==> src/rtl/cpu_sequencer.sv <==
// Multi-cycle control sequencer for a minimal RV32 subset (ADDI, BNE).
// It owns the PC and the instruction register and drives the fetch handshake and ALU controls.
module cpu_sequencer #(
  parameter int unsigned                INSTRUCTION_WIDTH = 32,
  parameter int unsigned                ADDRESS_WIDTH     = 32,
  parameter logic [ADDRESS_WIDTH-1:0]   RESET_PC          = '0
) (
  input  logic                         clk,
  input  logic                         rst,
  output logic                         imem_req,
  output logic [ADDRESS_WIDTH-1:0]     imem_addr,
  input  logic                         imem_ack,
  input  logic [INSTRUCTION_WIDTH-1:0] imem_rdata,
  output logic [INSTRUCTION_WIDTH-1:0] instr,
  input  logic                         eq,
  input  logic [ADDRESS_WIDTH-1:0]     br_offset,
  output logic                         regwrite,
  output logic [2:0]                   aluctrl,
  output logic                         alusrc,
  output logic [2:0]                   immsrc,
  output logic [ADDRESS_WIDTH-1:0]     pc,
  output logic                         retire,
  output logic                         illegal
);

  typedef enum logic [2:0] {
    FETCH,
    DECODE,
    EXECUTE,
    WRITEBACK,
    HALT
  } state_t;

  state_t state;
  logic   is_bne;

  logic   is_addi_enc;
  logic   is_bne_enc;
  logic   taken;
  logic   misaligned;
  logic [ADDRESS_WIDTH-1:0] target;
  logic [ADDRESS_WIDTH-1:0] pc_plus4;

  assign is_addi_enc = (instr[6:0] == 7'b0010011) && (instr[14:12] == 3'b000);
  assign is_bne_enc  = (instr[6:0] == 7'b1100011) && (instr[14:12] == 3'b001);

  assign pc_plus4   = pc + ADDRESS_WIDTH'(4);
  assign target     = pc + br_offset;
  assign taken      = is_bne && !eq;
  assign misaligned = taken && (target[1:0] != 2'b00);

  // Request is gated by rst so it drops in the very cycle reset is asserted.
  assign imem_req  = (state == FETCH) && !rst;
  assign imem_addr = pc;

  // retire depends on eq sampled during WRITEBACK, so it cannot be registered.
  assign retire = (state == WRITEBACK) && !misaligned;

  always_ff @(posedge clk or posedge rst) begin
    if (rst) begin
      state    <= FETCH;
      pc       <= RESET_PC;
      instr    <= '0;
      illegal  <= 1'b0;
      regwrite <= 1'b0;
      alusrc   <= 1'b0;
      aluctrl  <= '0;
      immsrc   <= '0;
      is_bne   <= 1'b0;
    end else begin
      case (state)
        FETCH: begin
          if (imem_ack) begin
            instr <= imem_rdata;
            state <= DECODE;
          end
        end
        DECODE: begin
          if (is_addi_enc) begin
            is_bne  <= 1'b0;
            alusrc  <= 1'b1;
            aluctrl <= 3'b000;
            immsrc  <= 3'b000;
            state   <= EXECUTE;
          end else if (is_bne_enc) begin
            is_bne  <= 1'b1;
            alusrc  <= 1'b0;
            aluctrl <= 3'b001;
            immsrc  <= 3'b010;
            state   <= EXECUTE;
          end else begin
            illegal <= 1'b1;
            state   <= HALT;
          end
        end
        EXECUTE: begin
          regwrite <= !is_bne;
          state    <= WRITEBACK;
        end
        WRITEBACK: begin
          regwrite <= 1'b0;
          alusrc   <= 1'b0;
          aluctrl  <= '0;
          immsrc   <= '0;
          if (misaligned) begin
            illegal <= 1'b1;
            state   <= HALT;
          end else begin
            pc    <= taken ? target : pc_plus4;
            state <= FETCH;
          end
        end
        HALT: state <= HALT;
        default: state <= HALT;
      endcase
    end
  end

endmodule

==> config.mk <==
export PLATFORM = sky130hd
export DESIGN_NAME = cpu_sequencer
export DESIGN_NICKNAME = d
export VERILOG_FILES = /design/src/rtl/cpu_sequencer.sv
export SDC_FILE = /design/constraint.sdc
export NUM_CORES = 1
export LEC_CHECK = 0
export CAP_MARGIN = 15
export CORE_ASPECT_RATIO = 1.2
export CORE_MARGIN = 3
export CORE_UTILIZATION = 50
export CTS_CLUSTER_DIAMETER = 40
export DETAILED_ROUTE_END_ITERATION = 10
export PLACE_DENSITY = 0.86
export SETUP_SLACK_MARGIN = 0.05
export SYNTH_ARGS = -nofsm -noshare
export SYNTH_HDL_FRONTEND = slang
export SYNTH_SLANG_ARGS = --single-unit
export TNS_END_PERCENT = 5
==> constraint.sdc <==
create_clock -name clk -period 6.8 [get_ports clk]
set_input_delay 0.68 -clock clk [delete_from_list [all_inputs] [get_ports clk]]
set_output_delay 0.68 -clock clk [all_outputs]
set_load 0.005 [all_outputs]
# Word level (Yosys, flattened, before mapping)
# Index checks and enable logic that the tools add are counted.
word_totals:
  inputBits: 68
  out_inout_bits: 107
  mem_bits_rw: 0
  reg_bits: 77
  memories: 0
  latchBits: 0
  elab_cells: 66
  romBits: 0
classes:
  order_cmp: 0
  n_div: 0
  n_reduce_logical: 21
  eq_ne: 11
  mux: 22
  shifts: 0
  n_bitwise: 1
  multipliers: 0
  n_addsub: 2
op_table:
  columns: ["cell", "count"]
  rows:
  - ["adder 32 x 3 -> 32 bit, second input constant", 1]
  - ["adder 32 bit", 1]
  - ["two-way mux 32 bit", 1]
  - ["two-way mux 3 bit", 8]
  - ["one-hot mux 3 bit (2 select lines)", 2]
  - ["one-hot mux 3 bit (4 select lines)", 1]
  - ["inequality test 2 bit, second input constant", 4]
  - ["AND reduction 2 bit", 4]
  - ["nonzero test 2 bit", 4]
  - ["equality test 7 x 5 -> 1 bit, second input constant", 1]
  - ["equality test 7 bit, second input constant", 1]
  - ["two-way mux 1 bit", 7]
  - ["equality test 3 x 1 -> 1 bit, second input constant", 2]
  - ["equality test 3 x 2 -> 1 bit, second input constant", 2]
  - ["logical AND 1 bit", 6]
  - ["zero test 3 bit", 2]
  - ["one-hot mux 1 bit (2 select lines)", 3]
  - ["zero test 1 bit", 4]
  - ["AND reduction 4 bit", 1]
  - ["inequality test 3 bit, second input constant", 1]
  - ["inverter 1 bit", 1]

# Depth between registers and ports, before layout
# Gate-level depths: netlist of run 1.
depth:
  ltp_word: 5
  mapped_depth: 11
  mapped_depth_nobuf: 11

# Least setup slack after synthesis of run 1
# No wires, ideal clock.
synth_path:
  kind: "input port to output port"
  startpoint: "input port br_offset[0]"
  endpoint: "output port retire"
  cell_stages: 8
  t_arrival_ns: 2.317
  required_ns: 6.120
  path_slack_ns: 3.803
  path_cell_list: "ha_1 -> inv_1 -> fa_1 -> a21oi_1 -> or2_2 -> inv_1 -> buf_2 -> buf_1"
synth_via:
  elab_chain_len: 5
synth_lines:
  columns: ["element", "line_no", "text"]
  rows:
  - ["start, declared", "16", "input logic [ADDRESS_WIDTH-1:0] br_offset,"]
  - ["adder 32 bit", "48", "assign target = pc + br_offset;"]
  - ["nonzero test 2 bit", "50", "assign misaligned = taken && (target[1:0] != 2'b00);"]
  - ["logical AND 1 bit", "50", null]
  - ["zero test 1 bit", "57", "assign retire = (state == WRITEBACK) && !misaligned;"]
  - ["logical AND 1 bit", "57", null]
  - ["end, declared", "22", "output logic retire,"]
# Every way passes these cells.

# Worst setup path after layout of run 1
# Ends and elaborated chain as after synthesis.

==> impl_metrics.yaml, run 1 <==
route:
  first_iter_violations: 467
  wl_per_cell_microns: 18.6
  viasPerCell: 6.16
  drt_wirelength_microns: 15900
  drc: 0
  detail_route.first_pass.iterations: 5
  num_vias: 5275
  ant_nets: 0
global_routing:
  grt.total_usage: 0.266
  first_pass_grt_wire_length_microns: 26100
  globalRouteOverflowTotal: 0
  first_global_vias: 5378
  initial_antenna_violation_count: 0
  grt_max_degree: 65
synth:
  yosys_register_bits: 72
  avgSynthCellArea_sq_um: 8.89
  proportion_of_synthesized_chip_area_in_sequential_cells: 0.337
  yosysWarningCount: 0
  netlist.area_leader.share: 0.337
  ys.flop_type: "sky130_fd_sc_hd__dfrtp_1"
  synth_largest_area_cell: "sky130_fd_sc_hd__dfrtp_1"
  synthCells: 602
  synth_edf_count: 0
  ys_top_cells_by_area: "sky130_fd_sc_hd__dfrtp_1 34%, sky130_fd_sc_hd__ha_1 7.5%, sky130_fd_sc_hd__mux2_2 6.7%, sky130_fd_sc_hd__a21oi_1 6.3%, sky130_fd_sc_hd__buf_4 5.2%"
  yosys.cell_count.top_type: "sky130_fd_sc_hd__dfrtp_1"
  ys_async_sr_fraction: 1.00
  syn-cell-area_sq_um: 5350
  synth.distinct_cells: 65
  netlist_top_cells_count: "72 x sky130_fd_sc_hd__dfrtp_1, 67 x sky130_fd_sc_hd__a21oi_1, 43 x sky130_fd_sc_hd__nand2_1, 37 x sky130_fd_sc_hd__buf_4"
sta:
  postLayoutSetupSlackWorst_ps: 2920
  max_slew_headroom: 0.280
  max_clock_freq_mhz: 258
  setup_viol: 0
  worst_clock_skew_ps: 6.17
  timing.final.max_slew_violations: 0
  period_needed_ps: 3880
  rsz0062_at_grt: "no"
  tightestPinTransition_ps: 1080
  post-route-period-util: 0.571
  setup_tns_ps: 0
  report.final.hold_viol_count: 0
power_and_ir_drop:
  leakage_component_of_the_power_nw: 2.96
  totalPowerFinal_mw: 1.49
  worst_ir_drop_vdd_mv: 0.227
  power.share.combinational: 0.284
  power.sequential.fraction: 0.387
  power_per_cell_area_nw_per_um2: 208
  power.clock.fraction: 0.330
  netSwitchingPower_uw: 409
  internal_dissipation_mw: 1.08
  sw_ratio: 0.274
clock_network:
  cts.sink_count: 72
  clk_latency_ps: 330
  cts_repair_resize_count: 0
  cts_htree_levels: 3
  max-clock-path-buffers: 2
  cts_setup_buffers: 0
  cts_hold_repair.buffers: 0
  cts.root.buffer_cell: "sky130_fd_sc_hd__clkbuf_16"
  numCtsBuffers: 9
  cts.reportedPaths.clkPinSlew_ps: 60
  tritoncts: "yes"
floorplanning:
  die_x_microns: 100
  die_y_microns: 119
  core_area_sq_um: 10200
  floorplan.die_area_sq_um: 12000
  initial_core_util: 0.524
  fp-row-count: 40
  ios: 175
min_path:
  min_path_type: "reg -> reg"
outcome:
  outcome: "completed"
setup_path:
  cell_type_group_with_the_largest_total_delay_on_the_critical_path: "buffers and inverters"
  critical_path_peak_fanout: 21
  cp.arrival_ps: 3200
  critical_path.cell_chain: "clkdlybuf4s50_1, ha_1, inv_1, fa_1, a21oi_1, or2_2, inv_1, clkdlybuf4s50_1"
  critical-path-slowest-cell: "sky130_fd_sc_hd__clkdlybuf4s50_1"
  endpoint_kind: "primary output"
  path_buf_inv: 4
  worst_setup_path_start_kind: "primary input"
  largest_stage_delay_on_the_critical_path_ps: 520
  worst-setup-path-type: "in -> out"
  critical_path_required_ps: 6120
placed_design:
  portBuffers: 170
  dp_cells: 840
  gp_congestion: 0.918
  detailed_placement_wirelength_estimate_microns: 11500
  worst_case_setup_slack_after_placement_ps: 2810
final_layout:
  post_route_cells_drive_above_1_share: 0.0918
  num_antenna_cells: 0
  final_net_count: 826
  finalNonFillerCells: 856
  layout-area-overhead-vs-synth_pct: 33.9
run:
  drv.max_cap_violation_count: 0
state kept, by name, indices dropped and copies added, names as in the netlist:
signal     flops
immsrc         1
illegal        1
alusrc         1
state          3
is_bne         1
imem_addr     32
regwrite       1
instr         32
metal layers:
layer  global-route usage  up-vias  routed length, microns
li1                     -     2433                       -
met1                0.311     2520                    5920
met2                0.466      290                    8120
met3               0.0756       32                    1520
met4               0.0792        0                     344
met5                    0        -                       0
cell families after synthesis:
group,share of synthesized area
other cells,0.000701
compound gates,0.215
flops,0.337
xor+xnor,0.0409
fa+ha+maj,0.0786
simple gates,0.175
buf+inv,0.0858
mux,0.0673
stage by stage:
step / cell area [sq um] / util / hold WS, ps
floorplan: 5360 / - / 451
detailed placement: 6860 / 0.671 / 489
global route: 7160 / 0.702 / 520
CTS: 7160 / 0.702 / 504
global placement: 6860 / 0.671 / 466
finish: 7160 / 0.702 / 498
power groups by stage:
stage	Sequential, mW	Clock [mW]	Combinational, mW
after CTS	0.577	0.498	0.428
after global routing	0.586	0.521	0.455
after global placement	0.575	0	0.416
after floorplan	0.576	0	0.162
final	0.577	0.492	0.423
after detailed placement	0.581	0	0.422
cell usage in the layout, fill, tap and decap left out, drive strengths merged, types with 19 or more instances in the layout:
cell type,n
dfrtp,72
inv,19
clkdlybuf4s50,170
a21oi,68
nand3,24
nand2,43
ha,32
nor2,33
mux2,32
o21ai,31
layout make-up:
type	count	area (sq um)
clock buffers	9	225
clock inverters	7	83.8
fillers	740	3050
inverters	15	56.3
multi-input cells	453	3110
flip-flops and latches	72	1800
well taps	126	158
repair buffers	174	1730
worst paths after layout:
| kind | from | end | slack [ps] | cells after the start |
|---|---|---|---|---|
| worst max register to register | imem_addr[0] | imem_addr[21] | 3510 | 12 |
| worst min-delay path | regwrite | regwrite | 500 | 2 |
| max in group asynchronous | rst | imem_addr[10] | 5150 | 3 |
| worst max-delay path | br_offset[0] | retire | 2920 | 8 |
| min in group asynchronous | rst | instr[10] | 590 | 2 |
| worst min register to register | regwrite | regwrite | 500 | 2 |
worst register-to-register path, stage by stage, from the launching register on:
cell and delay (ps):
sky130_fd_sc_hd__dfrtp_1 420, sky130_fd_sc_hd__ha_1 240, sky130_fd_sc_hd__inv_1 80, sky130_fd_sc_hd__fa_1 480, sky130_fd_sc_hd__a21oi_1 70, sky130_fd_sc_hd__or2_2 500, sky130_fd_sc_hd__inv_1 140, sky130_fd_sc_hd__buf_4 330
sky130_fd_sc_hd__nand2_1 350, sky130_fd_sc_hd__nor4_1 280, sky130_fd_sc_hd__o21ai_0 120, sky130_fd_sc_hd__o31ai_1 90, sky130_fd_sc_hd__nor3_1 70
Power figures use the tool's default switching activity.
==> run 2, diff against run 1 <==
Settings changed: CORE_UTILIZATION 50 to 47, PLACE_DENSITY 0.86 to 0.82.
Clock period 6.8 ns to 3.9 ns, I/O delays scaled along.
==> run 2 against run 1 <==
Sequential share of layout area is 0.24 points lower. Largest power group unchanged. Count of clock-buffer cells in the layout is 1 higher. Combinational power is 75% higher. Clock skew is 0.72 ps higher. Register-to-register slack worse by 2600 ps. Wire length is 0.68% lower. Sequential cell count stayed put. Clock power is 78% higher. Die area is 6.0% higher. Final area is 0.96% higher. Power is 75% higher. Largest cell class unchanged. Critical path type unchanged. Non-clock buffer count is 4 higher.
==> impl_metrics.yaml, run 2 (synthesis gave the netlist of run 1 again) <==
setup_path:
  cp.arrival_ps: 2730
  critical_path_peak_fanout: 3
  endpoint_kind: "primary output"
  worst-setup-path-type: "in -> out"
  critical_path.cell_chain: "clkdlybuf4s50_1, ha_1, inv_1, fa_1, a21oi_1, or2_2, inv_1, clkdlybuf4s50_1"
  critical_path_required_ps: 3510
  worst_setup_path_start_kind: "primary input"
  largest_stage_delay_on_the_critical_path_ps: 580
  critical-path-slowest-cell: "sky130_fd_sc_hd__clkdlybuf4s50_1"
clock_network:
  cts_htree_levels: 3
  clk_latency_ps: 330
  cts_setup_buffers: 0
  cts.root.buffer_cell: "sky130_fd_sc_hd__clkbuf_16"
  tritoncts: "yes"
  cts_hold_repair.buffers: 0
  cts.sink_count: 72
  numCtsBuffers: 9
  max-clock-path-buffers: 2
  cts.reportedPaths.clkPinSlew_ps: 60
  cts_repair_resize_count: 0
floorplanning:
  initial_core_util: 0.483
  core_area_sq_um: 11100
  ios: 175
  die_y_microns: 123
  fp-row-count: 42
  floorplan.die_area_sq_um: 12700
  die_x_microns: 103
sta:
  tightestPinTransition_ps: 600
  rsz0062_at_grt: "no"
  max_slew_headroom: 0.599
  setup_viol: 0
  report.final.hold_viol_count: 0
  period_needed_ps: 3120
  max_clock_freq_mhz: 321
  setup_tns_ps: 0
  post-route-period-util: 0.799
  worst_clock_skew_ps: 6.89
  timing.final.max_slew_violations: 0
route:
  wl_per_cell_microns: 17.8
  viasPerCell: 5.85
  dr.max_layer_used: "met4"
  drt_wirelength_microns: 15800
  first_iter_violations: 289
  met2_length_microns: 8070
  ant_nets: 0
  num_vias: 5191
  routed-wl-met3_microns: 1320
  detail_route.first_pass.iterations: 5
  drc: 0
  route.layer.met1.wl_microns: 5960
power_and_ir_drop:
  power_per_cell_area_nw_per_um2: 361
  worst_ir_drop_vdd_mv: 0.379
  leakage_component_of_the_power_nw: 2.98
  totalPowerFinal_mw: 2.61
final_layout:
  final_net_count: 830
  layout-area-overhead-vs-synth_pct: 35.2
  post_route_cells_drive_above_1_share: 0.0967
  layout.cells.most_common: "sky130_fd_sc_hd__clkdlybuf4s50_1"
  fillerInstances: 898
  leading_cell_types_in_the_layout_fill_and_taps_excluded: "170 x sky130_fd_sc_hd__clkdlybuf4s50_1, 72 x sky130_fd_sc_hd__dfrtp_1, 67 x sky130_fd_sc_hd__a21oi_1, 43 x sky130_fd_sc_hd__nand2_1"
  num_antenna_cells: 0
  finish.instance_area_sq_um: 7230
  finish.utilization: 0.652
global_routing:
  globalRouteOverflowTotal: 0
  first_global_vias: 5158
  grt_max_degree: 48
  grt.total_usage: 0.250
  initial_antenna_violation_count: 0
  first_pass_grt_wire_length_microns: 25200
placed_design:
  gp_congestion: 0.916
  detailed_placement_wirelength_estimate_microns: 11600
  portBuffers: 170
  placed_cell_area_sq_um: 6920
outcome:
  outcome: "completed"
run:
  drv.max_cap_violation_count: 0
min_path:
  min_path_type: "in -> async"
[run 2: metrics by stage]
step / cells / worst slack [ps] / hold slack [ps]
after floorplan: 605 / 1380 / 451
after CTS: 888 / 763 / 489
final: 888 / 783 / 473
after global placement: 872 / 608 / 442
after global routing: 888 / 671 / 516
after detailed placement: 872 / 549 / 475
[run 2: critical path, delay by kind of cell]
family / cells / cell delay (ps)
AO/OA/AOI/OAI: 1 / 80
adder cells (fa/ha/maj): 2 / 710
buffers and inverters: 4 / 1230
AND/OR/NAND/NOR: 1 / 310
[run 2: path summary, 6_finish.rpt]
| kind | from | to | slack, ps | cells past startpoint |
|---|---|---|---|---|
| max in group asynchronous | rst | imem_addr[8] | 2410 | 3 |
| min reg2reg | regwrite | regwrite | 490 | 2 |
| min | rst | regwrite | 470 | 2 |
| max | br_offset[0] | retire | 780 | 8 |
| min in group clk | regwrite | regwrite | 490 | 2 |
| max reg2reg | imem_addr[2] | imem_addr[29] | 900 | 9 |
[run 2: area by class of cell]
class	count	area, sq um	share of cell area
inverters	15	56.3	0.00778
repair buffers	178	1760	0.244
flip-flops and latches	72	1800	0.249
multi-input cells	453	3110	0.430
well taps	154	193	0.0266
clock buffers	10	239	0.0330
clock inverters	6	73.8	0.0102
[run 2: power breakdown]
part | total, mW | internal [mW] | switching, mW
combinational | 0.740 | 0.483 | 0.257
sequential | 0.999 | 0.897 | 0.101
clock | 0.875 | 0.522 | 0.353
[run 2: layer usage]
layer | global-route usage | vias to the layer above
li1 | - | 2442
met5 | 0 | -
met1 | 0.306 | 2476
met4 | 0.0899 | 0
met2 | 0.416 | 236
met3 | 0.0739 | 37
